### src/rtl/cycle_sequencer_if.sv
// Control bundle between the LEGv8 multi-cycle sequencer and its datapath.
// master = sequencer side, slave = datapath/cache side.
interface cycle_sequencer_if #(
   parameter int OPCODE_WIDTH = 11,
   parameter int COUNT_WIDTH  = 32
);
   logic                    run;
   logic [OPCODE_WIDTH-1:0] opcode;
   logic                    memReadFlag;
   logic                    memWriteFlag;
   logic                    regWriteFlag;
   logic                    memReady;
   logic                    fetchEn;
   logic                    irLoad;
   logic                    decodeEn;
   logic                    aluEn;
   logic                    memReq;
   logic                    regWriteEn;
   logic                    pcUpdate;
   logic [2:0]              state;
   logic                    busy;
   logic                    halted;
   logic                    errorFlag;
   logic [COUNT_WIDTH-1:0]  instrCount;

   modport master (
      input  run, opcode,
      input  memReadFlag, memWriteFlag,
      input  regWriteFlag, memReady,
      output fetchEn, irLoad, decodeEn,
      output aluEn, memReq, regWriteEn,
      output pcUpdate, state, busy,
      output halted, errorFlag, instrCount
   );

   modport slave (
      output run, opcode,
      output memReadFlag, memWriteFlag,
      output regWriteFlag, memReady,
      input  fetchEn, irLoad, decodeEn,
      input  aluEn, memReq, regWriteEn,
      input  pcUpdate, state, busy,
      input  halted, errorFlag, instrCount
   );
endinterface

### src/rtl/cycle_sequencer.sv
// LEGv8 multi-cycle sequencer: FETCH/DECODE/EXECUTE/MEMORY/WRITEBACK
// strobes, cache handshake, halt, retire count and memory timeout.
module cycle_sequencer #(
   parameter int OPCODE_WIDTH = 11,
   parameter logic [OPCODE_WIDTH-1:0] HALT_OPCODE = 11'h7FF,
   parameter int WAIT_LIMIT   = 15,
   parameter int COUNT_WIDTH  = 32
) (
   input logic         clock,
   input logic         resetN,
   cycle_sequencer_if.master bus
);

   localparam int WW = $clog2(WAIT_LIMIT + 1);

   typedef enum logic [2:0] {
      S_IDLE      = 3'd0,
      S_FETCH     = 3'd1,
      S_DECODE    = 3'd2,
      S_EXECUTE   = 3'd3,
      S_MEMORY    = 3'd4,
      S_WRITEBACK = 3'd5,
      S_HALT      = 3'd6,
      S_ERROR     = 3'd7
   } state_t;

   state_t                 r_state;
   logic [WW-1:0]          r_waitCount;
   logic [COUNT_WIDTH-1:0] r_instrCount;
   logic                   r_memRd;
   logic                   r_memWr;
   logic                   r_regWr;

   state_t                 w_next;
   logic [WW-1:0]          w_waitNext;
   logic                   w_retire;
   logic                   w_atLimit;
   logic                   w_fetchEn;
   logic                   w_irLoad;
   logic                   w_decodeEn;
   logic                   w_aluEn;
   logic                   w_memReq;
   logic                   w_regWriteEn;

   assign w_atLimit = (r_waitCount == WW'(WAIT_LIMIT - 1));

   always_ff @(posedge clock or negedge resetN) begin
      if (!resetN) begin
         r_state      <= S_IDLE;
         r_waitCount  <= '0;
         r_instrCount <= '0;
         r_memRd      <= 1'b0;
         r_memWr      <= 1'b0;
         r_regWr      <= 1'b0;
      end else begin
         r_state     <= w_next;
         r_waitCount <= w_waitNext;
         if (w_retire)
            r_instrCount <= r_instrCount + COUNT_WIDTH'(1);
         if (r_state == S_EXECUTE) begin
            r_memRd <= bus.memReadFlag;
            r_memWr <= bus.memWriteFlag;
            r_regWr <= bus.regWriteFlag;
         end
      end
   end

   always_comb begin
      w_next       = r_state;
      w_waitNext   = '0;
      w_retire     = 1'b0;
      w_fetchEn    = 1'b0;
      w_irLoad     = 1'b0;
      w_decodeEn   = 1'b0;
      w_aluEn      = 1'b0;
      w_memReq     = 1'b0;
      w_regWriteEn = 1'b0;
      unique case (r_state)
         S_IDLE: begin
            if (bus.run)
               w_next = S_FETCH;
         end
         S_FETCH: begin
            w_fetchEn = 1'b1;
            w_memReq  = 1'b1;
            if (bus.memReady) begin
               w_irLoad = 1'b1;
               w_next   = S_DECODE;
            end else if (w_atLimit) begin
               w_next = S_ERROR;
            end else begin
               w_waitNext = r_waitCount + WW'(1);
            end
         end
         S_DECODE: begin
            w_decodeEn = 1'b1;
            if (bus.opcode == HALT_OPCODE)
               w_next = S_HALT;
            else
               w_next = S_EXECUTE;
         end
         S_EXECUTE: begin
            w_aluEn = 1'b1;
            if (bus.memReadFlag | bus.memWriteFlag)
               w_next = S_MEMORY;
            else if (bus.regWriteFlag)
               w_next = S_WRITEBACK;
            else
               w_retire = 1'b1;
         end
         S_MEMORY: begin
            w_memReq = 1'b1;
            if (bus.memReady) begin
               // A load with a destination writes back; stores retire now
               if (r_memRd & r_regWr)
                  w_next = S_WRITEBACK;
               else
                  w_retire = 1'b1;
            end else if (w_atLimit) begin
               w_next = S_ERROR;
            end else begin
               w_waitNext = r_waitCount + WW'(1);
            end
         end
         S_WRITEBACK: begin
            w_regWriteEn = 1'b1;
            w_retire     = 1'b1;
         end
         S_HALT:  w_next = S_HALT;
         S_ERROR: w_next = S_ERROR;
         default: w_next = S_IDLE;
      endcase
      if (w_retire)
         w_next = bus.run ? S_FETCH : S_IDLE;
   end

   assign bus.fetchEn    = w_fetchEn;
   assign bus.irLoad     = w_irLoad;
   assign bus.decodeEn   = w_decodeEn;
   assign bus.aluEn      = w_aluEn;
   assign bus.memReq     = w_memReq;
   assign bus.regWriteEn = w_regWriteEn;
   assign bus.pcUpdate   = w_retire;
   assign bus.state      = r_state;
   assign bus.busy       = (r_state != S_IDLE) &&
                           (r_state != S_HALT) &&
                           (r_state != S_ERROR);
   assign bus.halted     = (r_state == S_HALT);
   assign bus.errorFlag  = (r_state == S_ERROR);
   assign bus.instrCount = r_instrCount;

endmodule

### src/flat_wrapper.sv
// flat-port wrapper written by rule: the top's interface ports become plain ports
module cycle_sequencer_flat 
#(
   parameter int OPCODE_WIDTH = 11,
   parameter logic [OPCODE_WIDTH-1:0] HALT_OPCODE = 11'h7FF,
   parameter int WAIT_LIMIT   = 15,
   parameter int COUNT_WIDTH  = 32
)
  (clock, resetN, bus_run, bus_opcode, bus_memReadFlag, bus_memWriteFlag, bus_regWriteFlag, bus_memReady, bus_fetchEn, bus_irLoad, bus_decodeEn, bus_aluEn, bus_memReq, bus_regWriteEn, bus_pcUpdate, bus_state, bus_busy, bus_halted, bus_errorFlag, bus_instrCount);
  cycle_sequencer_if #(.OPCODE_WIDTH(OPCODE_WIDTH), .COUNT_WIDTH(COUNT_WIDTH)) bus_i ();
  input logic clock;
  input logic resetN;
  input wire logic [$bits(bus_i.run)-1:0] bus_run;
  input wire logic [$bits(bus_i.opcode)-1:0] bus_opcode;
  input wire logic [$bits(bus_i.memReadFlag)-1:0] bus_memReadFlag;
  input wire logic [$bits(bus_i.memWriteFlag)-1:0] bus_memWriteFlag;
  input wire logic [$bits(bus_i.regWriteFlag)-1:0] bus_regWriteFlag;
  input wire logic [$bits(bus_i.memReady)-1:0] bus_memReady;
  output wire logic [$bits(bus_i.fetchEn)-1:0] bus_fetchEn;
  output wire logic [$bits(bus_i.irLoad)-1:0] bus_irLoad;
  output wire logic [$bits(bus_i.decodeEn)-1:0] bus_decodeEn;
  output wire logic [$bits(bus_i.aluEn)-1:0] bus_aluEn;
  output wire logic [$bits(bus_i.memReq)-1:0] bus_memReq;
  output wire logic [$bits(bus_i.regWriteEn)-1:0] bus_regWriteEn;
  output wire logic [$bits(bus_i.pcUpdate)-1:0] bus_pcUpdate;
  output wire logic [$bits(bus_i.state)-1:0] bus_state;
  output wire logic [$bits(bus_i.busy)-1:0] bus_busy;
  output wire logic [$bits(bus_i.halted)-1:0] bus_halted;
  output wire logic [$bits(bus_i.errorFlag)-1:0] bus_errorFlag;
  output wire logic [$bits(bus_i.instrCount)-1:0] bus_instrCount;
  assign bus_i.run = bus_run;
  assign bus_i.opcode = bus_opcode;
  assign bus_i.memReadFlag = bus_memReadFlag;
  assign bus_i.memWriteFlag = bus_memWriteFlag;
  assign bus_i.regWriteFlag = bus_regWriteFlag;
  assign bus_i.memReady = bus_memReady;
  assign bus_fetchEn = bus_i.fetchEn;
  assign bus_irLoad = bus_i.irLoad;
  assign bus_decodeEn = bus_i.decodeEn;
  assign bus_aluEn = bus_i.aluEn;
  assign bus_memReq = bus_i.memReq;
  assign bus_regWriteEn = bus_i.regWriteEn;
  assign bus_pcUpdate = bus_i.pcUpdate;
  assign bus_state = bus_i.state;
  assign bus_busy = bus_i.busy;
  assign bus_halted = bus_i.halted;
  assign bus_errorFlag = bus_i.errorFlag;
  assign bus_instrCount = bus_i.instrCount;
  cycle_sequencer #(.OPCODE_WIDTH(OPCODE_WIDTH), .HALT_OPCODE(HALT_OPCODE), .WAIT_LIMIT(WAIT_LIMIT), .COUNT_WIDTH(COUNT_WIDTH)) u_core (.clock(clock), .resetN(resetN), .bus(bus_i));
endmodule
### config.mk
export PLATFORM = sky130hd
export DESIGN_NAME = cycle_sequencer_flat
export DESIGN_NICKNAME = d
export VERILOG_FILES = /design/src/rtl/cycle_sequencer_if.sv /design/src/rtl/cycle_sequencer.sv /design/src/flat_wrapper.sv
export SDC_FILE = /design/constraint.sdc
export NUM_CORES = 1
export LEC_CHECK = 0
export ABC_AREA = 1
export BUFFER_PORTS_ARGS = -buffer_cell sky130_fd_sc_hd__buf_4
export CAP_MARGIN = 10
export CORE_UTILIZATION = 30
export CTS_CLUSTER_SIZE = 12
export DETAILED_ROUTE_END_ITERATION = 8
export PLACE_DENSITY = 0.53
export RECOVER_POWER = 25
export SYNTH_ARGS = -nofsm -noshare
export SYNTH_HDL_FRONTEND = slang
export SYNTH_SLANG_ARGS = --single-unit
### constraint.sdc
create_clock -name clock -period 4.1 [get_ports clock]
set_input_delay 0.615 -clock clock [delete_from_list [all_inputs] [get_ports clock]]
set_output_delay 0.615 -clock clock [all_outputs]
set_load 0.05 [all_outputs]
After elaboration in Yosys (flattened, before gate mapping)
Index checks and enable logic that the tools add are counted.

Logic and storage cells: 56. Output and inout port bits: 45. Flip-flop bits (word level): 41. Input bits: 18.

Mux-type cells: 26. Add/sub/neg operators: 2. Eq/ne operators: 14. Reduce and logical (&&, ||, !) cells: 7. Bitwise logic cells: 2.

Operators by type and width (number): $add 32x1->32 const B (1); $mux 3 (9); $pmux 3 s7 (1); $eq 3x3->1 const B (4); $mux 1 (12); $mux 4 (3); $eq 11x11->1 const B (1); $ne 3x3->1 const B (3); $reduce_bool 8->1 (1); $eq 3x2->1 const B (2); $add 4x1->4 const B (1); $eq 4x4->1 const B (1); $ne 4x3->1 const B (1); $ne 4x4->1 const B (1); $reduce_and 4->1 (1); $eq 3x1->1 const B (1); $logic_not 3->1 (1); $pmux 1 s3 (1); $reduce_bool 3->1 (1); $logic_and 1x1->1 (2); $reduce_or 2->1 (1); $and 1x1->1 (1); $or 1x1->1 (1).

Logic depth before layout (Yosys ltp)
Gate-level depths: netlist (run 1).

Word-level depth: 6. Mapped depth: 10. Mapped depth without buffers: 10.

Worst setup path before layout (run 1)
OpenSTA, ideal clock, no wires.

Path kind: reg2out. Start point: register u_core.r_state[0] (netlist: u_core.bus.state[0]). End point: output bus_irLoad. Arrival: 2.505 ns. Buffers on the path: 0. Setup slack: 0.980 ns. Required time: 3.485 ns. Cell stages (with the launch flop): 5. Cell sequence: dfrtp_1 nand2_1 nor2_1 inv_1 nor2_1.

Word-level cells in the longest chain between the ends: 2.

RTL lines: start, declared (RTL line cycle_sequencer.sv:27) `state_t r_state;`; start signal, assigned (RTL line cycle_sequencer.sv:56) `r_state <= w_next;`; $eq 3x1->1 (RTL line cycle_sequencer.sv:78) `unique case (r_state)`; $mux 1 (RTL line cycle_sequencer.sv:78); end, declared (RTL line flat_wrapper.sv:20) `output wire logic [$bits(bus_i.irLoad)-1:0] bus_irLoad;`.

No other way between the ends.

Worst setup path after layout (run 1)
Start point: register u_core.r_state[0] (netlist: u_core.bus.state[0]). End point: output bus_pcUpdate.

Word-level cells in the longest chain between the ends: 2. Elaborated cells on any way between the ends: 4. Classes of those cells: eq/ne: 3; mux: 1.

RTL lines: $eq 3x3->1 / $eq 3x2->1 (equally long branches) (RTL line cycle_sequencer.sv:78); $pmux 1 s3 (*) (RTL line cycle_sequencer.sv:78); end, declared (RTL line flat_wrapper.sv:25) `output wire logic [$bits(bus_i.pcUpdate)-1:0] bus_pcUpdate;`.

Every way passes the cells marked *; elsewhere a longest branch is shown, timed or not.

==> impl_metrics.csv, run 1 <==
group,metric,value,unit
run_status,status,"complete, but fails checks",
run_status,violations,"max-capacitance violations, max-slew violations",
routing,post-route-drc-count,0,
hold_path,holdPathEnd,"u_core.r_regWr",
global_route,grtUsageTotal,17.34,%
setup_path,startpoint_type,"register",
setup_path,r2r_end,"u_core.bus.instrCount[10]",
sta,setup_viol,0,
finish,layout_common_cells,"172 x nand2_1, 75 x nor2_1, 62 x buf_4",
placement,hpwlAfterDp,5640,um
setup_path,critPathBufInv,1,
finish,syn_to_final_growth,24.40,%
hold_path,min-delay-start,"u_core.r_regWr",
global_route,first_global_vias,2621,
setup_path,crit_type,"reg2out",
routing,routed_via_density,4.609,
global_route,antenna_found_initial,0,
sta,fin_crit_sh,56.70,%
sta,fin_crit,2.325,ns
power_and_ir_drop,ir_drop,0.5737,mV
finish,final_common_cell,"nand2_1",
synthesis,synth_top_area_share,38.34,%
synthesis,syn-instance-count,415,
cts,numCtsBuffers,5,
cts,insertion_delay,0.30,ns
sta,final.setup_skew,0.008898,ns
setup_path,rr_worst_depth,6,
placement,portBuffers,62,
hold_path,hold-path-cell-count,2,
setup_path,crit_arrival,1.71,ns
floorplanning,start_util,30.84,%
power_and_ir_drop,totalPowerFinal,1.694,mW
placement,routabilityCongestion,0.8376,
synthesis,postSynthAreaPerCell,6.449,um2
cts,htree_levels,2,
synthesis,synth_area_leaders,"dfrtp_1 38%, nand2_1 24%, nor2_1 11%, nand3_1 7.1%, inv_1 5.3%",
power_and_ir_drop,p_seq_share,32.2,%
setup_path,end_kind,"output port",
placement,pre_cts_slack,1.913,ns
routing,first_pass_iters,4,
cts,cts_buffer_depth,2,
cts,cts_resized,0,
sta,hold_viol,0,
global_route,grt_max_degree,43,
placement,detailed_place.area,3232,um2
cts,root_buffer,"clkbuf_8",
setup_path,required,3.48,ns
finish,drive_above_1_share,15.69,%
power_and_ir_drop,power_frac_clock,17.7,%
setup_path,rr_startpoint,"u_core.bus.state[0]",
setup_path,cp_slowest_cell,"dfrtp_1",
cts,clk_pin_slew_worst_paths,0.09,ns
floorplanning,dieArea,9303,um2
sta,grt_setup_unrepaired,"no",
hold_path,min_path_type,"reg2reg",
power_and_ir_drop,swShare,49.89,%
sta,max_freq,430.2,MHz
sta,drv_slew,42,
setup_path,crit_chain,"nor2_1 -> nand4_1 -> nand3_2 -> buf_4",
setup_path,max_stage_delay,0.45,ns
cts,clock-sinks,41,
sta,fin_ws,1.775,ns
finish,design_area,3329,um2
floorplanning,die_width,96.45,um
floorplanning,coreArea,8678,um2
setup_path,crit_start,"u_core.bus.state[0]",
synthesis,synth_warnings,0,
cts,cts_tree,"done",
synthesis,synth_area_leader_cell,"dfrtp_1",
routing,drt_iter0_markers,162,
setup_path,reg2reg_slack,2.09,ns
global_route,grt_pass1_wl,12300,um
synthesis,synth-seq-cells,41,
floorplanning,rows,34,
sta,maxSlewHeadroom,-51.51,%
synthesis,ys_seq_area_share,38.34,%
global_route,grt.overflow.total,0,
power_and_ir_drop,power_switching,845.3,uW
power_and_ir_drop,power.density,508.9,nW/um2
finish,layout.nets,498,
synthesis,syn-cell-area,2676,um2
floorplanning,die_h,96.45,um
cts,cts_setup_buffers,0,
flow_run,cap_violations,1,
synthesis,synth_cell_types,25,
sta,setup_tns,0,ns
setup_path,critical_path.top_delay_family,"simple AND/OR/NAND/NOR gates",
power_and_ir_drop,total_leakage_power,1.645,nW
power_and_ir_drop,p_comb_share,50.1,%
power_and_ir_drop,p_int,849.1,uW
finish,antenna_cells,0,
cts,cts_hold_buf,0,
routing,routed_wl,7207,um
setup_path,crit_fanout,6,
routing,dr_total_vias,2701,
floorplanning,ioPinCount,63,
routing,wire_per_inst,12.30,um
synthesis,syn-num-nets,436,
routing,ant_nets,0,
sta,tightest_slew,2.273,ns
cells by family after synthesis:
family	count (synthesis)	synth area share [%]
and+or+nand+nor	297	45.39
buffers and inverters	48	7.573
DFF	41	38.34
xor gates and xnor gates	16	5.236
AOI/OAI and AO/OA	10	2.057
adders and majority gates	3	1.403
metrics by stage:
| step | util, % | cells | hold WS (ns) |
|---|---|---|---|
| after floorplan | - | 415 | 0.3194 |
| after global placement | 37.24 | 578 | 0.4590 |
| after detailed placement | 37.24 | 578 | 0.4623 |
| after CTS | 38.41 | 586 | 0.3158 |
| after global routing | 38.37 | 586 | 0.5149 |
| final | 38.37 | 586 | 0.4811 |
how the worst max path moves through the flow:
| stage | to | cells past startpoint |
|---|---|---|
| 5_1_grt | u_core.bus.instrCount[4] | 1 |
| 6_report | bus_pcUpdate | 4 |
| 4_1_cts | bus_pcUpdate | 4 |
| 2_1_floorplan | bus_irLoad | 4 |
| 3_5_place_dp | u_core.bus.instrCount[10] | 7 |
| 3_3_place_gp | bus_pcUpdate | 5 |
registers in the layout, summed over array words and instances, names as in the netlist:
| register | cells |
|---|---|
| u_core.bus.instrCount | 32 |
| u_core.r_waitCount | 4 |
| u_core.bus.state | 3 |
| u_core.r_memRd | 1 |
| u_core.r_regWr | 1 |
power groups by stage:
stage,clock network [mW],registers (mW),logic (mW)
2_1_floorplan,0,0.679,0.506
3_3_place_gp,0,0.557,0.855
3_5_place_dp,0,0.555,0.860
4_1_cts,0.313,0.548,0.861
5_1_grt,0.324,0.558,0.925
6_report,0.300,0.546,0.849
worst register-to-register path: cells and delay by family, from the launching register on:
family / cells / cell delay [ns]
simple gates: 4 / 0.89
flops: 1 / 0.45
buf+inv: 1 / 0.38
xor+xnor: 1 / 0.15
cell usage after synthesis:
master,count
o21ai_0,1
nand4_1,4
inv_1,38
ha_1,3
a21boi_0,1
nor3_1,2
dfrtp_1,41
o211ai_1,1
a21oi_1,2
nand3_1,38
nand3_2,1
nor2_1,75
buf_4,3
o21ai_1,5
nand2_1,172
buf_6,1
nand3b_4,1
buf_1,1
and2_1,1
inv_2,2
buf_2,3
nand3b_1,2
xnor2_1,8
xor2_1,8
nor2_4,1
layout make-up:
cell class	count	area, um2
flip-flops and latches	41	1026
inverters	40	150.1
clock inverters	1	5.005
multi-input cells	326	1448
repair buffers	63	469.2
well taps	108	135.1
fillers	980	5349
clock buffers	7	96.34
metal layers:
layer / vias up / track usage [%] / share of wire (%)
li1: 1397 / - / -
met1: 1223 / 22.44 / 47
met2: 71 / 29.23 / 46
met3: 10 / 2.504 / 4.8
met4: 0 / 6.373 / 1.7
met5: - / 0 / 0
Power figures use the tool's default switching activity.
==> run 2, diff against run 1 <==
Settings changed: PLACE_DENSITY 0.53 to 0.54.
Clock period 4.1 ns to 2.1 ns, I/O delays scaled along.
==> run 2 against run 1 <==
- worst setup slack worse by 1.6 ns
- final area grew 1.2%
- critical path depth unchanged
- clock power rose by 81%
- largest power group unchanged
- routed wire length grew 5.0%
- the run now ends clean
- highest routed layer unchanged
- via count is 2.0% higher
- critical endpoint unchanged
==> impl_metrics.csv, run 2 (synthesized netlist as in run 1, its figures left out) <==
group,metric,value,unit
run_status,status,"complete, no violations",
global_route,first_global_vias,2691,
setup_path,end_kind,"output port",
global_route,grt_pass1_wl,12800,um
hold_path,min_path_type,"in2async",
cts,insertion_delay,0.29,ns
sta,tightest_slew,1.082,ns
cts,cts_resized,0,
routing,wire_per_inst,12.85,um
cts,clock-sinks,41,
floorplanning,start_util,30.84,%
floorplanning,ioPinCount,63,
finish,syn_to_final_growth,25.95,%
power_and_ir_drop,power.density,1002,nW/um2
sta,final.setup_skew,0.006522,ns
routing,first_pass_iters,4,
finish,layout.nets,502,
finish,antenna_cells,0,
global_route,grtUsageTotal,18.14,%
placement,portBuffers,62,
floorplanning,dieArea,9303,um2
placement,hpwlAfterDp,5734,um
cts,cts_setup_buffers,0,
cts,cts_hold_buf,0,
routing,routed_via_density,4.676,
finish,multi_input_area,1458,um2
setup_path,reg2reg_slack,0.44,ns
sta,maxSlewHeadroom,27.89,%
cts,numCtsBuffers,5,
cts,cts_buffer_depth,2,
sta,hold_viol,0,
setup_path,rr_worst_depth,10,
sta,fin_ws,0.2051,ns
sta,drv_slew,0,
sta,setup_tns,0,ns
floorplanning,rows,34,
floorplanning,die_width,96.45,um
cts,cts_tree,"done",
setup_path,crit_fanout,6,
power_and_ir_drop,total_leakage_power,1.659,nW
finish,final_common_cell,"nand2_1",
placement,routabilityCongestion,0.8735,
cts,clk_pin_slew_worst_paths,0.08,ns
sta,setup_viol,0,
power_and_ir_drop,ir_drop,1.152,mV
routing,ant_nets,0,
global_route,antenna_found_initial,0,
setup_path,startpoint_type,"register",
finish,layout_common_cells,"172 x nand2_1, 73 x nor2_1, 65 x buf_4",
cts,root_buffer,"clkbuf_8",
floorplanning,coreArea,8678,um2
flow_run,cap_violations,0,
finish,drive_above_1_share,17.05,%
routing,routed_wl,7569,um
routing,dr_total_vias,2754,
setup_path,crit_arrival,1.58,ns
sta,grt_setup_unrepaired,"no",
global_route,grt_max_degree,42,
sta,max_freq,527.7,MHz
setup_path,crit_type,"reg2out",
setup_path,required,1.78,ns
global_route,grt.overflow.total,0,
routing,post-route-drc-count,0,
sta,fin_crit,1.895,ns
sta,fin_crit_sh,90.23,%
placement,pre_cts_slack,0.4609,ns
floorplanning,die_h,96.45,um
finish,seq_area,1028,um2
finish,largest_register_ffs,32,
cts,htree_levels,2,
routing,drt_iter0_markers,123,
finish,fillers,963,
## run 2: cell types whose count changed in the layout (fill, tap and decap cells not counted), moves of 2 or more
cell,previous run,this run
nor2_1,75,73
dfrtp_1,41,39
dfrtp_2,0,2
buf_4,62,65
## run 2: worst paths after layout
| check | start | endpoint |
|---|---|---|
| hold / removal | resetN | u_core.bus.instrCount[11] |
| setup / recovery | u_core.bus.state[0] | bus_pcUpdate |
| max in group asynchronous | resetN | u_core.bus.state[0] |
| setup reg to reg | u_core.bus.instrCount[0] | u_core.bus.instrCount[30] |
| hold reg to reg | u_core.r_regWr | u_core.r_regWr |
| min in group clock | bus_memReadFlag | u_core.r_memRd |
## run 2: area by class of cell
class,instances,share of cell area (%)
well taps,108,4.009
multi-input cells,326,43.24
clock buffers,7,2.561
flip-flops and latches,41,30.51
inverters,40,4.454
repair buffers,67,15.22
## run 2: where the power goes
part / internal, mW / switching [mW]
Combinational: 0.515 / 1.24
Clock: 0.262 / 0.282
Sequential: 0.912 / 0.168
Total: 1.69 / 1.69
## run 2: critical path: stages (launching register included)
cell     delay [ns]
dfrtp_2        0.46
nor2_1         0.23
nand4_1        0.19
nand3_2        0.18
buf_4          0.23
## run 2: through the flow
step / power [mW] / std cells / utilization (%) / hold slack, ns / instance area [um2]
final: 3.377 / 589 / 38.84 / 0.2096 / 3371
after global routing: 3.604 / 589 / 38.84 / 0.2285 / 3371
after CTS: 3.409 / 589 / 38.87 / 0.02978 / 3373
after detailed placement: 2.861 / 582 / 37.87 / 0.3527 / 3287
after global placement: 2.862 / 582 / 37.87 / 0.3494 / 3287
after floorplan: 2.347 / 415 / - / 0.01941 / 2691
## run 2: layer usage
metal | share of wire (%) | global-route usage [%] | up-vias
met3 | 5.0 | 2.973 | 6
met4 | 0.83 | 4.412 | 0
met5 | 0 | 0 | -
met2 | 47 | 31.22 | 71
li1 | - | - | 1402
met1 | 47 | 23.62 | 1275
==> run 3, diff against run 2 <==
Settings changed: BUFFER_PORTS_ARGS -buffer_cell sky130_fd_sc_hd__buf_4 to unset, DONT_BUFFER_PORTS set to 1, PLACE_DENSITY 0.54 to 0.48.
==> run 3 against run 2 <==
- fmax is 3.8% lower
- via count is 3.7% lower
- combinational power hardly changed
- clock skew is 0.0036 ns lower
- sequential cell count stayed put
- routed wire length is 3.1% lower
- power is 0.97% higher
==> impl_metrics.csv, run 3 (synthesized netlist as in run 1, its figures left out) <==
group,metric,value,unit
run_status,status,"complete, no violations",
placement,routabilityCongestion,0.8845,
power_and_ir_drop,power_frac_clock,15.4,%
setup_path,reg2reg_slack,0.14,ns
finish,syn_to_final_growth,22.44,%
routing,wire_per_inst,12.80,um
routing,first_pass_iters,4,
routing,ant_nets,0,
cts,numCtsBuffers,5,
finish,final_common_cell,"nand2_1",
finish,layout_common_cells,"170 x nand2_1, 72 x nor2_1, 46 x buf_4",
routing,drt_iter0_markers,109,
cts,insertion_delay,0.30,ns
sta,maxSlewHeadroom,29.37,%
sta,max_freq,507.9,MHz
setup_path,crit_arrival,1.65,ns
cts,htree_levels,2,
floorplanning,rows,34,
global_route,grt.overflow.total,0,
power_and_ir_drop,totalPowerFinal,3.410,mW
finish,layout.nets,485,
sta,drv_slew,0,
sta,fin_crit,1.969,ns
cts,clk_pin_slew_worst_paths,0.08,ns
power_and_ir_drop,total_leakage_power,1.583,nW
finish,fillers,972,
hold_path,hold-path-cell-count,2,
setup_path,crit_type,"reg2out",
sta,tightest_slew,1.059,ns
finish,antenna_cells,0,
power_and_ir_drop,p_seq_share,32.3,%
cts,clock-sinks,41,
setup_path,rr_worst_depth,9,
routing,dr_total_vias,2651,
power_and_ir_drop,power_switching,1.721,mW
cts,cts_tree,"done",
global_route,grt_max_degree,42,
setup_path,startpoint_type,"register",
setup_path,end_kind,"output port",
floorplanning,ioPinCount,63,
placement,hpwlAfterDp,5754,um
sta,hold_viol,0,
global_route,antenna_found_initial,0,
placement,portBuffers,0,
power_and_ir_drop,p_comb_share,52.3,%
floorplanning,die_h,96.45,um
sta,fin_crit_sh,93.76,%
finish,drive_above_1_share,14.62,%
floorplanning,die_width,96.45,um
hold_path,min_path_type,"in2reg",
sta,setup_viol,0,
routing,routed_wl,7332,um
setup_path,rr_startpoint,"u_core.bus.state[1]",
hold_path,min-delay-start,"bus_memReadFlag",
floorplanning,start_util,30.84,%
finish,largest_register_ffs,32,
flow_run,cap_violations,0,
power_and_ir_drop,power.density,1041,nW/um2
sta,final.setup_skew,0.002914,ns
sta,grt_setup_unrepaired,"no",
sta,setup_tns,0,ns
floorplanning,coreArea,8678,um2
power_and_ir_drop,ir_drop,0.5940,mV
setup_path,crit_fanout,12,
cts,cts_buffer_depth,2,
floorplanning,dieArea,9303,um2
routing,routed_via_density,4.627,
global_route,grtUsageTotal,16.97,%
setup_path,required,1.78,ns
power_and_ir_drop,p_int,1.689,mW
global_route,first_global_vias,2500,
routing,post-route-drc-count,0,
hold_path,holdPathEnd,"u_core.r_memRd",
setup_path,r2r_end,"u_core.bus.instrCount[15]",
global_route,grt_pass1_wl,11900,um
cts,root_buffer,"clkbuf_8",
power_and_ir_drop,swShare,50.47,%
[run 3: changes by cell type in the layout (fill, tap and decap cells not counted), sizes merged]
cell	change
buf	-18
clkinv	+2
dlygate4sd3	+1
clkbuf	-1
[run 3: worst max path at each step]
stage                                endpoint  slack, ns  cells after the start                 from
finish                           bus_pcUpdate       0.13                      6  u_core.bus.state[1]
CTS                              bus_pcUpdate      0.003                      7  u_core.bus.state[1]
floorplan                            bus_busy       0.01                      3  u_core.bus.state[2]
detailed placement  u_core.bus.instrCount[15]       0.22                      6  u_core.bus.state[1]
global route        u_core.bus.instrCount[19]       0.03                     10  u_core.bus.state[1]
global placement                 bus_pcUpdate       0.27                      7  u_core.bus.state[1]
[run 3: worst max-delay path, stage by stage, from the launching register on]
cell	delay [ns]
dfrtp_4	0.57
inv_2	0.09
nand2_2	0.11
inv_2	0.04
nand2_1	0.12
nand3_4	0.20
buf_12	0.22
[run 3: per-stage QoR]
| step | instances | worst slack (ns) | util [%] | hold slack (ns) | instance area, um2 |
|---|---|---|---|---|---|
| after detailed placement | 563 | 0.2213 | 36.38 | 0.02175 | 3157 |
| after global placement | 563 | 0.2688 | 36.38 | 0.02134 | 3157 |
| after global routing | 573 | 0.02578 | 37.76 | 0.1112 | 3277 |
| final | 573 | 0.1311 | 37.76 | 0.1224 | 3277 |
| after CTS | 573 | 0.002774 | 38.02 | 0.1156 | 3299 |
| after floorplan | 415 | 0.009837 | - | 0.01941 | 2691 |
[run 3: timing repair]
action,in CTS,in global routing
pin swaps,2,1
resized for setup,6,0
hold buffers,2,0
setup endpoints to repair,1,1
hold endpoints to repair,41,0
setup buffers,0,1
[run 3: metal layers]
layer  vias to the layer above  GRT usage, %  share of wire (%)  wire (um)
li1                       1375             -                  -          -
met1                      1199         22.38                 47       3477
met2                        68         26.47                 43       3183
met3                         9         5.712                7.9        579
met4                         0         4.534                1.3         92
met5                         -             0                  0          0
[run 3: power groups by stage]
stage                     Combinational [mW]  Sequential [mW]  Clock (mW)
after detailed placement                1.76             1.10           0
after floorplan                         1.02             1.33           0
after CTS                               1.81             1.10       0.542
after global routing                    1.92             1.13       0.570
after global placement                  1.75             1.10           0
final                                   1.78             1.10       0.526
[run 3: final cells by class]
type                    count  area (um2)  share of cell area, %
clock buffers               6       72.57                  2.215
repair buffers             50       400.4                  12.22
multi-input cells         326        1478                  45.09
well taps                 108       135.1                  4.124
inverters                  40       150.1                  4.582
clock inverters             2       10.01                 0.3055
flip-flops and latches     41        1031                  31.46
